**src/rtl/b_cond_decode_if.sv**
```systemverilog
// Signal bundle between the instruction decoder and the B.cond evaluator.
// The master drives the instruction and ALU flag inputs; the slave returns branch and flags.
interface b_cond_decode_if;
   logic       cond;
   logic       update;
   logic       negative;
   logic       zero;
   logic       carry;
   logic       overflow;
   logic [4:0] Rd;
   logic       branch;
   logic [3:0] flags;

   modport master (
      output cond, update, negative, zero, carry, overflow, Rd,
      input  branch, flags
   );

   modport slave (
      input  cond, update, negative, zero, carry, overflow, Rd,
      output branch, flags
   );
endinterface

```
**src/rtl/b_cond_decode.sv**
```systemverilog
// AArch64 B.cond evaluator holding the architectural NZCV register.
// Optional macro FLAG_FORWARD_EN: evaluate against incoming ALU flags when update is high.
module b_cond_decode (
   input logic           clk,
   input logic           reset,
   b_cond_decode_if.slave bus
);

   logic [3:0] flags_q;
   logic [3:0] flags_in;
   logic [3:0] eval_flags;
   logic       n_f, z_f, c_f, v_f;
   logic       holds;
   logic       unused_rd;

   assign flags_in  = {bus.negative, bus.zero, bus.carry, bus.overflow};
   // Bit 4 of the Rd field carries no meaning for B.cond.
   assign unused_rd = bus.Rd[4];

   always_ff @(posedge clk or posedge reset) begin
      if (reset) begin
         flags_q <= 4'b0000;
      end else if (bus.update) begin
         flags_q <= flags_in;
      end
   end

`ifdef FLAG_FORWARD_EN
   assign eval_flags = bus.update ? flags_in : flags_q;
`else
   assign eval_flags = flags_q;
`endif

   assign {n_f, z_f, c_f, v_f} = eval_flags;

   always_comb begin
      holds = 1'b0;
      case (bus.Rd[3:0])
         4'h0:    holds = z_f;
         4'h1:    holds = !z_f;
         4'h2:    holds = c_f;
         4'h3:    holds = !c_f;
         4'h4:    holds = n_f;
         4'h5:    holds = !n_f;
         4'h6:    holds = v_f;
         4'h7:    holds = !v_f;
         4'h8:    holds = c_f & !z_f;
         4'h9:    holds = !(c_f & !z_f);
         4'hA:    holds = (n_f == v_f);
         4'hB:    holds = (n_f != v_f);
         4'hC:    holds = !z_f & (n_f == v_f);
         4'hD:    holds = !(!z_f & (n_f == v_f));
         4'hE:    holds = 1'b1;
         4'hF:    holds = 1'b1;
         default: holds = 1'b0;
      endcase
   end

   // AND-gating keeps branch low when cond is low even if Rd is unknown.
   assign bus.branch = bus.cond & holds;
   assign bus.flags  = flags_q;

endmodule

```
**src/flat_wrapper.sv**
```systemverilog
// flat-port wrapper written by rule: the top's interface ports become plain ports
module b_cond_decode_flat 
  (clk, reset, bus_cond, bus_update, bus_negative, bus_zero, bus_carry, bus_overflow, bus_Rd, bus_branch, bus_flags);
  b_cond_decode_if bus_i ();
  input logic clk;
  input logic reset;
  input wire logic [$bits(bus_i.cond)-1:0] bus_cond;
  input wire logic [$bits(bus_i.update)-1:0] bus_update;
  input wire logic [$bits(bus_i.negative)-1:0] bus_negative;
  input wire logic [$bits(bus_i.zero)-1:0] bus_zero;
  input wire logic [$bits(bus_i.carry)-1:0] bus_carry;
  input wire logic [$bits(bus_i.overflow)-1:0] bus_overflow;
  input wire logic [$bits(bus_i.Rd)-1:0] bus_Rd;
  output wire logic [$bits(bus_i.branch)-1:0] bus_branch;
  output wire logic [$bits(bus_i.flags)-1:0] bus_flags;
  assign bus_i.cond = bus_cond;
  assign bus_i.update = bus_update;
  assign bus_i.negative = bus_negative;
  assign bus_i.zero = bus_zero;
  assign bus_i.carry = bus_carry;
  assign bus_i.overflow = bus_overflow;
  assign bus_i.Rd = bus_Rd;
  assign bus_branch = bus_i.branch;
  assign bus_flags = bus_i.flags;
  b_cond_decode u_core (.clk(clk), .reset(reset), .bus(bus_i));
endmodule
```
**config.mk**
```make
export PLATFORM = sky130hd
export DESIGN_NAME = b_cond_decode_flat
export DESIGN_NICKNAME = d
export VERILOG_FILES = /design/src/rtl/b_cond_decode_if.sv /design/src/rtl/b_cond_decode.sv /design/src/flat_wrapper.sv
export SDC_FILE = /design/constraint.sdc
export NUM_CORES = 1
export LEC_CHECK = 0
export CORE_AREA = 5 5 42 44
export DETAILED_ROUTE_END_ITERATION = 8
export DIE_AREA = 0 0 47 49
export SLEW_MARGIN = 25
export SYNTH_ARGS = -nofsm -noshare
export SYNTH_HDL_FRONTEND = slang
export SYNTH_SLANG_ARGS = --single-unit
```
**constraint.sdc**
```tcl
create_clock -name clk -period 1.9 [get_ports clk]
set_input_delay 0.38 -clock clk [delete_from_list [all_inputs] [get_ports clk]]
set_output_delay 0.38 -clock clk [all_outputs]
set_load 0.01 [all_outputs]
```
==> flow_summary.rst, run 1 <==
.. list-table::
   :header-rows: 1

   * - Metric
     - Value
   * - Outcome
     - finished with violations
   * - Violations in the final reports
     - negative setup slack
   * - Share of the synthesized area in the top cell type
     - 28.1%
   * - Layout-stage area growth over the synthesis result
     - 80.7%
   * - Cell Chain, Critical Path
     - or3b_1, a21oi_1, o21bai_1, a31oi_1, o31a_1, buf_2
   * - Delay of the slowest critical-path stage
     - 0.42 ns
   * - Part of the power in registers
     - ~30%
   * - Synthesized area divided by synthesized cell count
     - between 9 and 10 um^2
   * - Data required, critical path
     - 1.52 ns
   * - Vias per inst
     - 4.76
   * - Final Hold Violating Endpoints
     - 0
   * - Total half-perimeter wirelength after legalization and detailed placement
     - 769 um
   * - Final setup violation count
     - 1
   * - Port Buffer Count
     - 16
   * - Largest net degree at the start of global routing
     - 9
   * - Cell type of the slowest stage on the worst timing path
     - sky130_fd_sc_hd__dfrtp_2
   * - Cell types with the largest area share after synthesis
     - sky130_fd_sc_hd__dfrtp_1 28%, sky130_fd_sc_hd__mux2_2 16%, sky130_fd_sc_hd__a22o_1 4.9%, sky130_fd_sc_hd__xor2_1 4.9%, sky130_fd_sc_hd__nor3_1 4.2%
   * - Power, Total
     - 356 uW
   * - Internal power
     - 258 uW
   * - Most used standard cells in the synthesized netlist
     - 5 x sky130_fd_sc_hd__mux2_2, 4 x sky130_fd_sc_hd__dfrtp_1, 3 x sky130_fd_sc_hd__nor3_1
   * - DR pass1 iterations
     - 2
   * - Initial antenna violation count
     - 0
   * - Final period utilization
     - 106%
   * - Number of buffers on the longest clock path
     - 2
   * - Slack of the critical path
     - -0.113 ns
   * - Hold Buf Count CTS
     - 0
   * - Critical path startpoint category
     - register
   * - Count of boundary I/O pins
     - 18
   * - EDFF count, synth
     - 0
   * - Worst path bufs/invs
     - 1
   * - Initial core utilization
     - around a quarter
   * - Die width
     - 47 um
   * - Wire length of the first global-routing pass
     - 1.61 mm
   * - Via count of the first global-routing pass
     - roughly 400
   * - Worst reg2reg startpoint
     - u_core.bus.flags[3]$_DFFE_PP0P_
   * - Netlist cell types
     - 23
   * - Final standard cell utilization of the core
     - between 40% and 50%
   * - Routed wire per std cell
     - 11.5 um
   * - Number of remaining DRC errors
     - 0
   * - Iteration-0 DRC Markers
     - 2
   * - Clock slew at the register clock pins of the worst setup and hold paths
     - 0.04 ns
   * - Setup Skew
     - 0 ns
   * - Sink count of the clock tree
     - 4
   * - Critical Path Source
     - u_core.bus.flags[0]$_DFFE_PP0P_
   * - Final ANT Viol Nets
     - 0
   * - Worst r2r path cells
     - 3
   * - Top FF cell, synth
     - sky130_fd_sc_hd__dfrtp_1
   * - Area of the placeable core
     - 1400 um^2
   * - TritonCTS buffer count
     - 3
   * - Min cycle time layout
     - between 2 and 2.5 ns
   * - Worst Hold Margin
     - ~0.33 ns
   * - Switching power
     - 97.8 uW
   * - Total non-filler cell area in the finished layout
     - 644 um^2
   * - Worst IR drop on VDD
     - about 0.34 mV
   * - CP delay by family, top
     - compound AO/OA/AOI/OAI gates
   * - Total number of vias
     - slightly below 400
   * - Areal power density over the cells
     - 553 nW/um^2
   * - Maximum Capacitance Violations
     - 0
   * - Worst path arrival time
     - 1.63 ns
   * - Clock tree from TritonCTS
     - built
   * - GR Overflow Total
     - 0
   * - Total Neg Setup Slack
     - -0.113 ns
   * - FF-to-FF setup slack
     - approximately 0.86 ns
   * - Number of flip-flops and latches in the synthesized netlist
     - 4
   * - Final-report max-slew violation count
     - 0
   * - Slew Limit Headroom
     - 79.2%
   * - Kind of end point of the critical path
     - output port
   * - Placed instance area
     - 596 um^2
   * - Largest register FFs
     - 4
   * - Insertion delay to the later sink of the worst-skew pair
     - 0.23 ns
   * - Syn nets
     - 51
   * - Total standard cell area after synthesis
     - 357 um^2
   * - Layout Nets
     - just over 80
   * - Synthesized instance count
     - 38
   * - Fraction of power spent switching nets
     - between 20% and 30%
   * - Synthesis Warnings
     - 0
   * - RSZ-0062 raised after global routing
     - true
   * - Buffer cell driving the clock tree root
     - sky130_fd_sc_hd__clkbuf_4
   * - Synth async-reset ratio
     - 100%
   * - Post-synthesis sequential area ratio
     - 28.1%
   * - Class of the tightest hold or removal check
     - primary input to asynchronous set/reset pin
   * - Maximum fanout along the worst path
     - 4
   * - Full die area
     - ~2300 um^2
   * - Combinational cell fraction of total power
     - 42.3%
   * - Leakage
     - 0.284 nW
   * - Overall routing resource usage
     - 9.39%
   * - Number of antenna diodes
     - 0
   * - WS Path Type
     - register to output port
   * - Most used standard cell by instance count after synthesis
     - sky130_fd_sc_hd__mux2_2
   * - Routed wire length
     - about 950 um
   * - Cell type contributing the most total cell area after synthesis
     - sky130_fd_sc_hd__dfrtp_1
   * - Slew at the pin closest to its max-slew limit
     - 0.312 ns
   * - Proportion of layout cells with a drive suffix above 1
     - 42.4%
   * - Part of the power in the clock network
     - between 20% and 30%
   * - Capture instance of the worst register-to-register path
     - u_core.bus.flags[3]$_DFFE_PP0P_
   * - Vertical die dimension
     - 49 um
   * - Final weighted congestion in routability-driven placement
     - 0.788
   * - Std cell rows
     - 14
   * - CTS H-tree lvls
     - 1
   * - Peak Freq
     - 0.497 GHz
-- layout by cell type (no fill, tap or decap), types with 2 or more instances in the layout --
cell type | netlist | routed
sky130_fd_sc_hd__a22o_1 | 2 | 2
sky130_fd_sc_hd__dlygate4sd2_1 | 0 | 2
sky130_fd_sc_hd__buf_4 | 0 | 9
sky130_fd_sc_hd__nor2_1 | 2 | 2
sky130_fd_sc_hd__buf_6 | 1 | 2
sky130_fd_sc_hd__clkbuf_4 | 0 | 3
sky130_fd_sc_hd__buf_2 | 1 | 2
sky130_fd_sc_hd__dfrtp_1 | 4 | 3
sky130_fd_sc_hd__nor3_1 | 3 | 2
sky130_fd_sc_hd__xor2_1 | 2 | 2
sky130_fd_sc_hd__clkdlybuf4s50_1 | 0 | 11
sky130_fd_sc_hd__mux2_2 | 5 | 5
sky130_fd_sc_hd__inv_1 | 2 | 2
-- power by group through the flow --
stage / combinational (mW) / sequential, mW / clock [mW]
6_report: 0.151 / 0.106 / 0.0993
5_1_grt: 0.164 / 0.108 / 0.111
4_1_cts: 0.145 / 0.106 / 0.104
3_5_place_dp: 0.145 / 0.105 / 0
3_3_place_gp: 0.145 / 0.104 / 0
2_1_floorplan: 0.0575 / 0.111 / 0
-- worst max-delay path by stage --
| stage | end | cells past startpoint |
|---|---|---|
| finish | bus_branch | 6 |
| CTS | bus_branch | 7 |
| global placement | bus_branch | 7 |
| detailed placement | bus_branch | 7 |
| global route | bus_branch | 6 |
| floorplan | bus_branch | 5 |
-- what timing repair did --
action                     4_1_cts  5_1_grt
resized for setup               17        5
pin swaps                        2        1
setup endpoints to repair        1        1
setup buffers                    0        1
-- cells by family (layout without fill, tap and decap cells) --
logic type / after synthesis / in the layout / share of synthesized area, %
buffers and inverters: 4 / 32 / 6.67
AOI/OAI and AO/OA: 11 / 11 / 23.9
xor gates and xnor gates: 2 / 2 / 4.91
muxes: 6 / 6 / 18.6
DFF: 4 / 4 / 28.1
and+or+nand+nor: 11 / 11 / 17.9
-- layer usage --
layer / GRT usage [%] / vias up / part of all wire (%)
li1: - / 199 / -
met1: 10.4 / 180 / 38
met2: 15.6 / 11 / 54
met3: 1.85 / 0 / 8.2
met4: 5.53 / 0 / 0
met5: 0 / - / 0
-- worst register-to-register path: stages, from the launching register on --
cell and delay [ns]:
sky130_fd_sc_hd__dfrtp_1 0.40, sky130_fd_sc_hd__buf_4 0.15, sky130_fd_sc_hd__buf_4 0.12, sky130_fd_sc_hd__mux2_2 0.25
-- area by class of cell --
cell class | instances | area (um^2)
fillers | 160 | 757
multi-input cells | 30 | 254
repair buffers | 27 | 239
flip-flops and latches | 4 | 101
clock buffers | 3 | 22.5
well taps | 16 | 20.0
inverters | 2 | 7.51
-- through the flow --
step / instances / worst slack (ns)
2_1_floorplan: 38 / 0.183
3_3_place_gp: 78 / -0.804
3_5_place_dp: 78 / -0.801
4_1_cts: 81 / -0.127
5_1_grt: 82 / -0.189
6_report: 82 / -0.113
No activity file was read; power rests on OpenSTA's default activity.
==> run 2: changes to the inputs <==
--- a/config.mk
+++ b/config.mk
@@ -8,7 +8,7 @@
 export CORE_AREA = 5 5 42 44
 export DETAILED_ROUTE_END_ITERATION = 8
 export DIE_AREA = 0 0 47 49
-export SLEW_MARGIN = 25
+export SLEW_MARGIN = 40
 export SYNTH_ARGS = -nofsm -noshare
 export SYNTH_HDL_FRONTEND = slang
 export SYNTH_SLANG_ARGS = --single-unit
==> results of run 2 <==
The final DEF is identical to that of run 1; final timing and power are the same.
==> run 3: changes to the inputs <==
--- a/config.mk
+++ b/config.mk
@@ -8,6 +8,7 @@
 export CORE_AREA = 5 5 42 44
 export DETAILED_ROUTE_END_ITERATION = 8
 export DIE_AREA = 0 0 47 49
+export PLACE_DENSITY = 0.58
 export SLEW_MARGIN = 40
 export SYNTH_ARGS = -nofsm -noshare
 export SYNTH_HDL_FRONTEND = slang
==> constraint.sdc (replaced) <==
create_clock -name clk -period 2.45 [get_ports clk]
set_input_delay 0.49 -clock clk [delete_from_list [all_inputs] [get_ports clk]]
set_output_delay 0.49 -clock clk [all_outputs]
set_load 0.01 [all_outputs]
==> run 3 against run 2 <==
Against the previous run: the run now ends clean; largest cell class unchanged; first-iteration DRC count rose by 100%; total power fell by 27%; wire length is 11% lower; combinational power fell by 35%; highest routed layer is now met4; critical endpoint unchanged.
==> flow_summary.rst, run 3 (synthesis results as in run 1) <==
.. list-table::
   :header-rows: 1

   * - Metric
     - Value
   * - Final standard cell utilization of the core
     - 42.3% (-3.7 points)
   * - Maximum Capacitance Violations
     - 0 (unchanged)
   * - Peak Freq
     - roughly 0.43 GHz
   * - Die width
     - 47 um (unchanged)
   * - Iteration-0 DRC Markers
     - 4 (+2)
   * - Final setup violation count
     - 0 (-1)
   * - TritonCTS buffer count
     - 3 (unchanged)
   * - Maximum fanout along the worst path
     - 4 (unchanged)
   * - Initial core utilization
     - 25.4% (unchanged)
   * - WS Path Type
     - primary input to output port
   * - Number of buffers on the longest clock path
     - 2 (unchanged)
   * - GR Overflow Total
     - 0 (unchanged)
   * - Vertical die dimension
     - 49 um (unchanged)
   * - Largest register FFs
     - 4 (unchanged)
   * - Std cell rows
     - 14 (unchanged)
   * - Insertion delay to the later sink of the worst-skew pair
     - 0.23 ns (about the same)
   * - Areal power density over the cells
     - 439 nW/um^2 (-21%)
   * - Data required, critical path
     - 1.96 ns (+0.44 ns)
   * - Clock slew at the register clock pins of the worst setup and hold paths
     - 0.04 ns (about the same)
   * - Total Neg Setup Slack
     - 0 ns (+0.113 ns)
   * - Routed wire length
     - 841 um (-11%)
   * - Wire length of the first global-routing pass
     - 1.22 mm (-24%)
   * - Worst reg2reg startpoint
     - u_core.bus.flags[2]$_DFFE_PP0P_
   * - Port Buffer Count
     - 16 (unchanged)
   * - Routed wire per std cell
     - 10.8 um (-6.5%)
   * - Class of the tightest hold or removal check
     - primary input to asynchronous set/reset pin
   * - Buffer cell driving the clock tree root
     - sky130_fd_sc_hd__clkbuf_4
   * - Kind of end point of the critical path
     - output port
   * - Proportion of layout cells with a drive suffix above 1
     - 29.0% (-13 points)
   * - Filler instances
     - 153 (-4.4%)
   * - Via count of the first global-routing pass
     - 312 (-23%)
   * - Layout-stage area growth over the synthesis result
     - 66.3%
   * - Largest net degree at the start of global routing
     - 9 (unchanged)
   * - Critical path startpoint category
     - primary input
   * - DR pass1 iterations
     - 4 (+2)
   * - Final Hold Violating Endpoints
     - 0 (unchanged)
   * - Total number of vias
     - 382 (-2.1%)
   * - Number of remaining DRC errors
     - 0 (unchanged)
   * - Final-report max-slew violation count
     - 0 (unchanged)
   * - Full die area
     - 2300 um^2 (unchanged)
   * - Min cycle time layout
     - 2.35 ns
   * - Total half-perimeter wirelength after legalization and detailed placement
     - 679 um (-12%)
   * - Worst path arrival time
     - 1.86 ns (+0.23 ns)
   * - Sink count of the clock tree
     - 4 (unchanged)
   * - Slew Limit Headroom
     - 80.4% (+1.2 points)
   * - Clock tree from TritonCTS
     - built
   * - Number of buffers inserted to repair setup after CTS
     - 0 (unchanged)
   * - Most frequent standard cell in the layout excluding fill and tap cells
     - sky130_fd_sc_hd__clkdlybuf4s50_1
   * - Slew at the pin closest to its max-slew limit
     - 0.294 ns (-0.0179 ns)
   * - Final weighted congestion in routability-driven placement
     - 0.772 (-2.0%)
   * - CTS H-tree lvls
     - 1 (unchanged)
   * - Setup Skew
     - 0 ns (unchanged)
   * - Worst IR drop on VDD
     - 0.224 mV (-35%)
   * - Initial antenna violation count
     - 0 (unchanged)
   * - RSZ-0062 raised after global routing
     - false
   * - Overall routing resource usage
     - 7.70% (-1.7 points)
   * - Critical Path Source
     - bus_Rd[1]
   * - Count of boundary I/O pins
     - 18 (unchanged)
   * - Vias per inst
     - 4.90 (+3.0%)
   * - Leakage
     - 0.256 nW (-9.6%)
   * - Final period utilization
     - 96.0%
   * - Number of antenna diodes
     - 0 (unchanged)
   * - Layout Nets
     - 77 (-4.9%)
   * - Outcome
     - completed
   * - Final ANT Viol Nets
     - 0 (unchanged)
   * - Highest-count cells in the layout ignoring fill and taps
     - 11 x sky130_fd_sc_hd__clkdlybuf4s50_1, 6 x sky130_fd_sc_hd__buf_4, 5 x sky130_fd_sc_hd__mux2_2
   * - Area of the placeable core
     - 1400 um^2 (unchanged)
-- run 3: metal layers --
layer  routed length (um)  global-route usage, %  vias to the layer above
li1                     -                      -                      190
met1                  317                   8.67                      169
met2                  393                   10.6                       19
met3                   94                   1.85                        4
met4                   35                   8.29                        0
met5                    0                      0                        -
-- run 3: layout make-up --
cell class | count | area, um^2 | area share (%)
Multi-Input combinational cell | 30 | 233 | 39.2
Timing Repair Buffer | 23 | 210 | 35.4
Sequential cell | 4 | 100 | 16.9
Clock buffer | 3 | 22.5 | 3.80
Tap cell | 16 | 20.0 | 3.38
Inverter | 2 | 7.51 | 1.27
-- run 3: per-stage QoR --
step | hold WS (ns) | total power [mW] | std cells | setup slack [ns] | area, um^2
detailed placement | 0.596 | 0.184 | 75 | -0.503 | 573
floorplan | 0.256 | 0.131 | 38 | 0.517 | 357
finish | 0.435 | 0.260 | 78 | 0.0990 | 593
CTS | 0.432 | 0.268 | 78 | 0.0255 | 596
global route | 0.448 | 0.276 | 78 | 0.0106 | 593
global placement | 0.603 | 0.185 | 75 | -0.499 | 573
-- run 3: critical path, stage by stage --
cell                              delay [ns]
sky130_fd_sc_hd__clkdlybuf4s15_1        0.25
sky130_fd_sc_hd__mux2_2                 0.36
sky130_fd_sc_hd__a221oi_2               0.23
sky130_fd_sc_hd__a31oi_1                0.07
sky130_fd_sc_hd__o31a_1                 0.24
sky130_fd_sc_hd__clkdlybuf4s15_2        0.22
-- run 3: power breakdown --
part	total, mW	switching (mW)	internal (mW)
sequential	0.0817	0.00854	0.0731
clock	0.0803	0.0256	0.0547
combinational	0.0983	0.0373	0.0610
-- run 3: timing repair --
action / CTS / global route
hold buffers: 0 / 0
pin swaps: 0 / 1
endpoints found under the setup margin: 1 / 1
gates resized for setup: 8 / 3
-- run 3: final timing paths --
check                                             endpoint  slack, ns  cells after the start
max                                             bus_branch        0.1                      6
min                        u_core.bus.flags[1]$_DFFE_PP0P_       0.44                      2
max reg2reg                u_core.bus.flags[2]$_DFFE_PP0P_       1.55                      2
min reg2reg                u_core.bus.flags[1]$_DFFE_PP0P_       0.60                      1
max in group asynchronous  u_core.bus.flags[0]$_DFFE_PP0P_       1.87                      2
min in group clk           u_core.bus.flags[1]$_DFFE_PP0P_       0.60                      1
